### config.mk
export PLATFORM = sky130hd
export DESIGN_NAME = alu_inst_sequencer
export DESIGN_NICKNAME = d
export VERILOG_FILES = /design/src/rtl/alu_inst_sequencer.sv
export SDC_FILE = /design/constraint.sdc
export NUM_CORES = 1
export LEC_CHECK = 0
export CAP_MARGIN = 20
export CORE_MARGIN = 2
export CORE_UTILIZATION = 40
export DETAILED_ROUTE_END_ITERATION = 6
export PLACE_DENSITY_LB_ADDON = 0.3
export SYNTH_ARGS = -nofsm -noshare
export SYNTH_HDL_FRONTEND = slang
export SYNTH_SLANG_ARGS = --single-unit
export TNS_END_PERCENT = 100
### constraint.sdc
create_clock -name clk -period 2.3 [get_ports clk]
set_clock_uncertainty 0.15 [all_clocks]
set_input_delay 0.46 -clock clk [delete_from_list [all_inputs] [get_ports clk]]
set_output_delay 0.46 -clock clk [all_outputs]
set_load 0.005 [all_outputs]
### src/rtl/alu_inst_sequencer.sv
// alu_inst_sequencer: decodes one R-type instruction per handshake and sequences the
// operand-latch / result-latch / write-back phase strobes for the datapath stage.
module alu_inst_sequencer #(
  parameter int CNT_W = 16
) (
  input  logic             clk,
  input  logic             rst_n,
  input  logic [31:0]      inst,
  input  logic             inst_valid,
  output logic             inst_ready,
  output logic [4:0]       R_Addr_A,
  output logic [4:0]       R_Addr_B,
  output logic [4:0]       W_Addr,
  output logic [3:0]       ALU_OP,
  output logic             Reg_Write,
  output logic             clk_RR,
  output logic             clk_F,
  output logic             clk_WB,
  output logic             ill_flag,
  output logic [CNT_W-1:0] inst_cnt
);
  typedef enum logic [2:0] {IDLE, DEC, RR, EX, WB, ILL} state_t;
  state_t state, state_nx;
  logic [31:0] ir;
  logic [3:0] op_dec;
  logic legal_dec, legal_q;
  always_comb begin
    op_dec = 4'd0;
    legal_dec = inst[31:26] == 6'd0;
    case (inst[5:0])
      6'b100100: op_dec = 4'd0;
      6'b100101: op_dec = 4'd1;
      6'b100110: op_dec = 4'd2;
      6'b100111: op_dec = 4'd3;
      6'b100000: op_dec = 4'd4;
      6'b100010: op_dec = 4'd5;
      6'b101011: op_dec = 4'd6;
      6'b000100: op_dec = 4'd7;
      default:   legal_dec = 1'b0;
    endcase
  end
  always_ff @(posedge clk or negedge rst_n)
    if (!rst_n) state <= IDLE;
    else state <= state_nx;
  always_comb begin
    state_nx = state;
    case (state)
      IDLE:    state_nx = inst_valid ? DEC : IDLE;
      DEC:     state_nx = legal_q ? RR : ILL;
      RR:      state_nx = EX;
      EX:      state_nx = WB;
      default: state_nx = IDLE;
    endcase
  end
  always_comb begin
    inst_ready = state == IDLE;
    clk_RR = state == RR;
    clk_F = state == EX;
    clk_WB = state == WB;
    Reg_Write = (state == EX || state == WB) && |ir[15:11];
  end
  // IR and the decoded op only change on accept, so the address/op outputs hold between instructions
  always_ff @(posedge clk or negedge rst_n)
    if (!rst_n) begin
      ir <= '0;
      ALU_OP <= '0;
      legal_q <= 1'b0;
      ill_flag <= 1'b0;
      inst_cnt <= '0;
    end else begin
      if (state == IDLE && inst_valid) begin
        ir <= inst;
        ALU_OP <= op_dec;
        legal_q <= legal_dec;
      end
      if (state == ILL) ill_flag <= 1'b1;
      if (state == WB) inst_cnt <= inst_cnt + 1'b1;
    end
  assign R_Addr_A = ir[25:21];
  assign R_Addr_B = ir[20:16];
  assign W_Addr = ir[15:11];
endmodule

Word level (Yosys, flattened, before mapping)
Index checks and enable logic that the tools add are counted.
{"block": "totals", "register_bits": 51, "latchBits": 0, "mem_bits_rw": 0, "romBits": 0, "input_bits": 35, "output_inout_bits": 41, "wordCells": 32, "mem_count": 0}
{"block": "op_classes", "addsub": 1, "n_mul": 0, "div": 0, "magnitude_cmp": 0, "eq_ne": 13, "shift": 0, "n_mux": 5, "bitwise_logic": 0, "n_reduce_logical": 7}
{"operator": "equality test 6 bit, second input constant", "count": 7}
{"operator": "one-hot mux 3 bit (7 select lines)", "count": 1}
{"operator": "adder 16 x 1 -> 16 bit, second input constant", "count": 1}
{"operator": "one-hot mux 3 bit (4 select lines)", "count": 1}
{"operator": "OR reduction 8 bit", "count": 1}
{"operator": "equality test 3 x 2 -> 1 bit, second input constant", "count": 2}
{"operator": "equality test 3 bit, second input constant", "count": 2}
{"operator": "equality test 6 x 3 -> 1 bit, second input constant", "count": 1}
{"operator": "zero test 6 bit", "count": 1}
{"operator": "OR reduction 5 bit", "count": 1}
{"operator": "equality test 3 x 1 -> 1 bit, second input constant", "count": 1}
{"operator": "zero test 3 bit", "count": 1}
{"operator": "2-to-1 mux 3 bit", "count": 1}
{"operator": "logical AND 1 bit", "count": 2}
{"operator": "2-to-1 mux 1 bit", "count": 2}
{"operator": "logical OR 1 bit", "count": 1}

Depth between registers and ports, before layout
{"block": "depth", "depth_word": 3, "mapped_depth": 5, "ltp_nobuf": 4}

Worst setup path before layout
OpenSTA, ideal clock, no wires.
{"block": "synth_path", "path_type": "register to output", "startpoint": "register ir[11]", "endpoint": "output port Reg_Write", "t_arrival_ps": 1074, "required_time_ps": 1690, "path_slack_ps": 616, "path_stages_with_launch": 3, "path_buffers": 0, "path_cell_list": "dfrtp_1 or4_1 o22a_1"}
{"block": "synth_between", "elab_chain_len": 2}
{"element": "from (decl)", "line": "24", "rtl": "logic [31:0] ir;"}
{"element": "from (signal assigned)", "line": "72", "rtl": "ir <= inst;"}
{"element": "OR reduction 5 bit", "line": "60", "rtl": "Reg_Write = (state == EX || state == WB) && |ir[15:11];"}
{"element": "logical AND 1 bit", "line": "60"}
{"element": "to (decl)", "line": "15", "rtl": "output logic Reg_Write,"}
No other way between the ends.

Worst setup path after layout
{"block": "layout_path", "startpoint": "register ir[14]", "endpoint": "output port Reg_Write"}
Same word-level chain as after synthesis.

==> out/summary.txt <==
Commonest non-fill, non-tap cell in the layout = clkdlybuf4s50_1
Die Wd = 70.1 um
Die height = 70.1 um
Yosys reg bits = 39
CTS H-tree lvls = 2
I/O pin count = 76
Post-synth ARST share = 100%
Synth Instances = 144
Row cnt = 24
Leak = 0.00114 uW
WL/cell = 12.8 um
Number of buffers added on ports = 69
Startpoint Class = register
Layout cell share with drive strength beyond 1 = 17.7%
Hold-fix buffers, CTS = 0
Period utilisation layout = 96.8%
Final antenna diode count = 0
Sequential area share after synthesis = 55.8%
Gpl congestion = 0.791
Crit Path Category = register to output pin
Worst-path clk slew = 0.08 ns
CTS Buffer Depth = 2
Pins Over Slew Limit = 0
Clk_lat worst skew = 0.28 ns
Routed WL = 3550 um
PD cells = 1000 nW/um^2
Setup TNS = 0 ns
Fillers = 380
Tot Pwr = 2670 uW
Status = complete, no violations
Layout net count = 261
Setup Viol. Count Final = 0
HP Class = input pin to async pin
Mean area per synthesized cell = 12.1 sq um
Final hold violations = 0
Antenna-violating nets left = 0
Num CTS Buffers = 5
Min Tclk post-route = 2.23 ns
WHS = 0.0639 ns
Mapped Nets = 180
Library cells used by synthesis = 37
Antenna violations before repair = 0
Flop-to-flop setup slack = 0.51 ns
Residual DRC = 0
Gr usage total = 15.8%
Worst reg2reg startpoint = state[1]
Capturing point of the worst reg2reg path = inst_cnt[15]
Clock Power Share = 21.8%
Root Buffer = clkbuf_8
Sequential group share of total power = 40.8%
R2R cell count = 5
Largest net degree at the start of global routing = 40
Critical Path RT = 1.69 ns
RSZ-0062 raised after global routing = yes
First-pass GRT wire length = 6110 um
Grt ovf = 0
Initial Util = 40.7%
Vias in the first global route = 1364
Switching Fraction = 27.3%
Initial drt markers = 48
Worst setup margin = 0.0744 ns
CORE AREA = 4290 sq um
Max_cap viols = 0
Mapped cell area = 1750 sq um
Sink Count = 39
Post-layout util = 62.1%
Sw power = 727 uW
Drt first pass iters = 2
Endpoint class of the critical path = output pin
Detailed Place HPWL = 2650 um
P_int = 1940 uW
F_max = 449 MHz
Die area = 4910 sq um
Total number of vias = 1377
Gate power share = 37.4%
Largest area contributor in the netlist = dfrtp_1
Top FF cell, synth = dfrtp_1
Most frequent cells in the layout = clkdlybuf4s50_1, dfrtp_1, mux2_2
CTS tree = done
Share of the synthesized area in the top cell type = 55.8%
Place WS = 0.110 ns
Max IR drop VDD = 0.592 mV
Via density = 4.95
WP data arrival = 1.62 ns
Synth-to-layout area growth = 52.6%
Yosys synthesis warning count = 0
Crit Path Max Fanout = 2
Top cells by area, synth = dfrtp_1, mux2_2, xnor2_1, xor2_1, nand2_1
EDFF count, synth = 0
-- routing by layer --
layer / vias to the layer above / share of wire [%] / global-route usage (%)
met5: - / 0 / 0
met4: 0 / 1.1 / 7.05
met1: 661 / 41 / 18.4
met3: 5 / 6.1 / 4.76
li1: 672 / - / -
met2: 39 / 52 / 27.0
-- repair_timing --
action,4_1_cts,5_1_grt
gates resized for setup,3,1
endpoints found under the setup margin,2,3
pin swaps,0,1
setup buffers,2,0
-- power groups by stage --
stage                     Combinational [uW]  Sequential, uW  Clock, uW
after floorplan                          374            1090          0
after global placement                   968            1090          0
after detailed placement                 980            1100          0
after CTS                               1020            1090        605
after global routing                    1080            1130        630
final                                    998            1090        582
-- cell usage after synthesis (2+ instances only) --
master,count
nor2b_1,3
xnor2_1,9
o21ai_0,3
a21oi_1,4
dfrtp_1,39
nor2_1,7
inv_1,3
a21o_1,3
and3_1,2
nor3b_1,2
or4_1,2
buf_2,2
nand2_1,9
o31ai_1,2
nand2b_1,2
nand4_1,2
nor3_1,6
xor2_1,6
nand3_1,5
mux2_2,16
-- cell families (layout without fill, tap and decap cells) --
| logic type | count (synthesis) | in the layout | synth area share (%) |
|---|---|---|---|
| XOR/XNOR | 15 | 15 | 7.52 |
| buffers and inverters | 6 | 88 | 1.65 |
| multiplexers | 16 | 16 | 10.3 |
| AO/OA/AOI/OAI | 17 | 17 | 6.51 |
| AND/OR/NAND/NOR | 49 | 49 | 17.3 |
| flip-flops | 39 | 39 | 55.8 |
| adder cells (fa/ha/maj) | 1 | 1 | 0.716 |
| other | 1 | 1 | 0.215 |
-- final cells by class --
| type | instances | area, sq um | area share [%] |
|---|---|---|---|
| inverters | 3 | 11.3 | 0.422 |
| well taps | 52 | 65.1 | 2.44 |
| repair buffers | 77 | 744 | 27.9 |
| flip-flops and latches | 39 | 977 | 36.6 |
| clock buffers | 6 | 82.6 | 3.10 |
| clock inverters | 2 | 35.0 | 1.31 |
| multi-input cells | 99 | 752 | 28.2 |
-- flip-flops by register name, indices dropped and copies added (netlist names) --
signal    flops
ALU_OP        3
inst_cnt     16
legal_q       1
state         3
ill_flag      1
ir           15
-- worst max-delay path by stage --
stage / start / cells after the start / to
after floorplan: ir[11] / 2 / Reg_Write
final: ir[14] / 3 / Reg_Write
after detailed placement: ir[11] / 3 / Reg_Write
after CTS: ir[11] / 3 / Reg_Write
after global placement: ir[11] / 3 / Reg_Write
after global routing: state[0] / 2 / inst_ready
-- per-stage QoR --
stage	instances	instance area (sq um)
3_3_place_gp	268	2530
5_1_grt	278	2670
4_1_cts	278	2670
3_5_place_dp	268	2530
2_1_floorplan	144	1750
6_report	278	2670
-- critical path, stage by stage, from the launching register on --
cell and delay [ns]:
dfrtp_1 0.39, or4_4 0.52, o22a_1 0.16, dlygate4sd2_1 0.25
(Power assumes the default switching activity.)
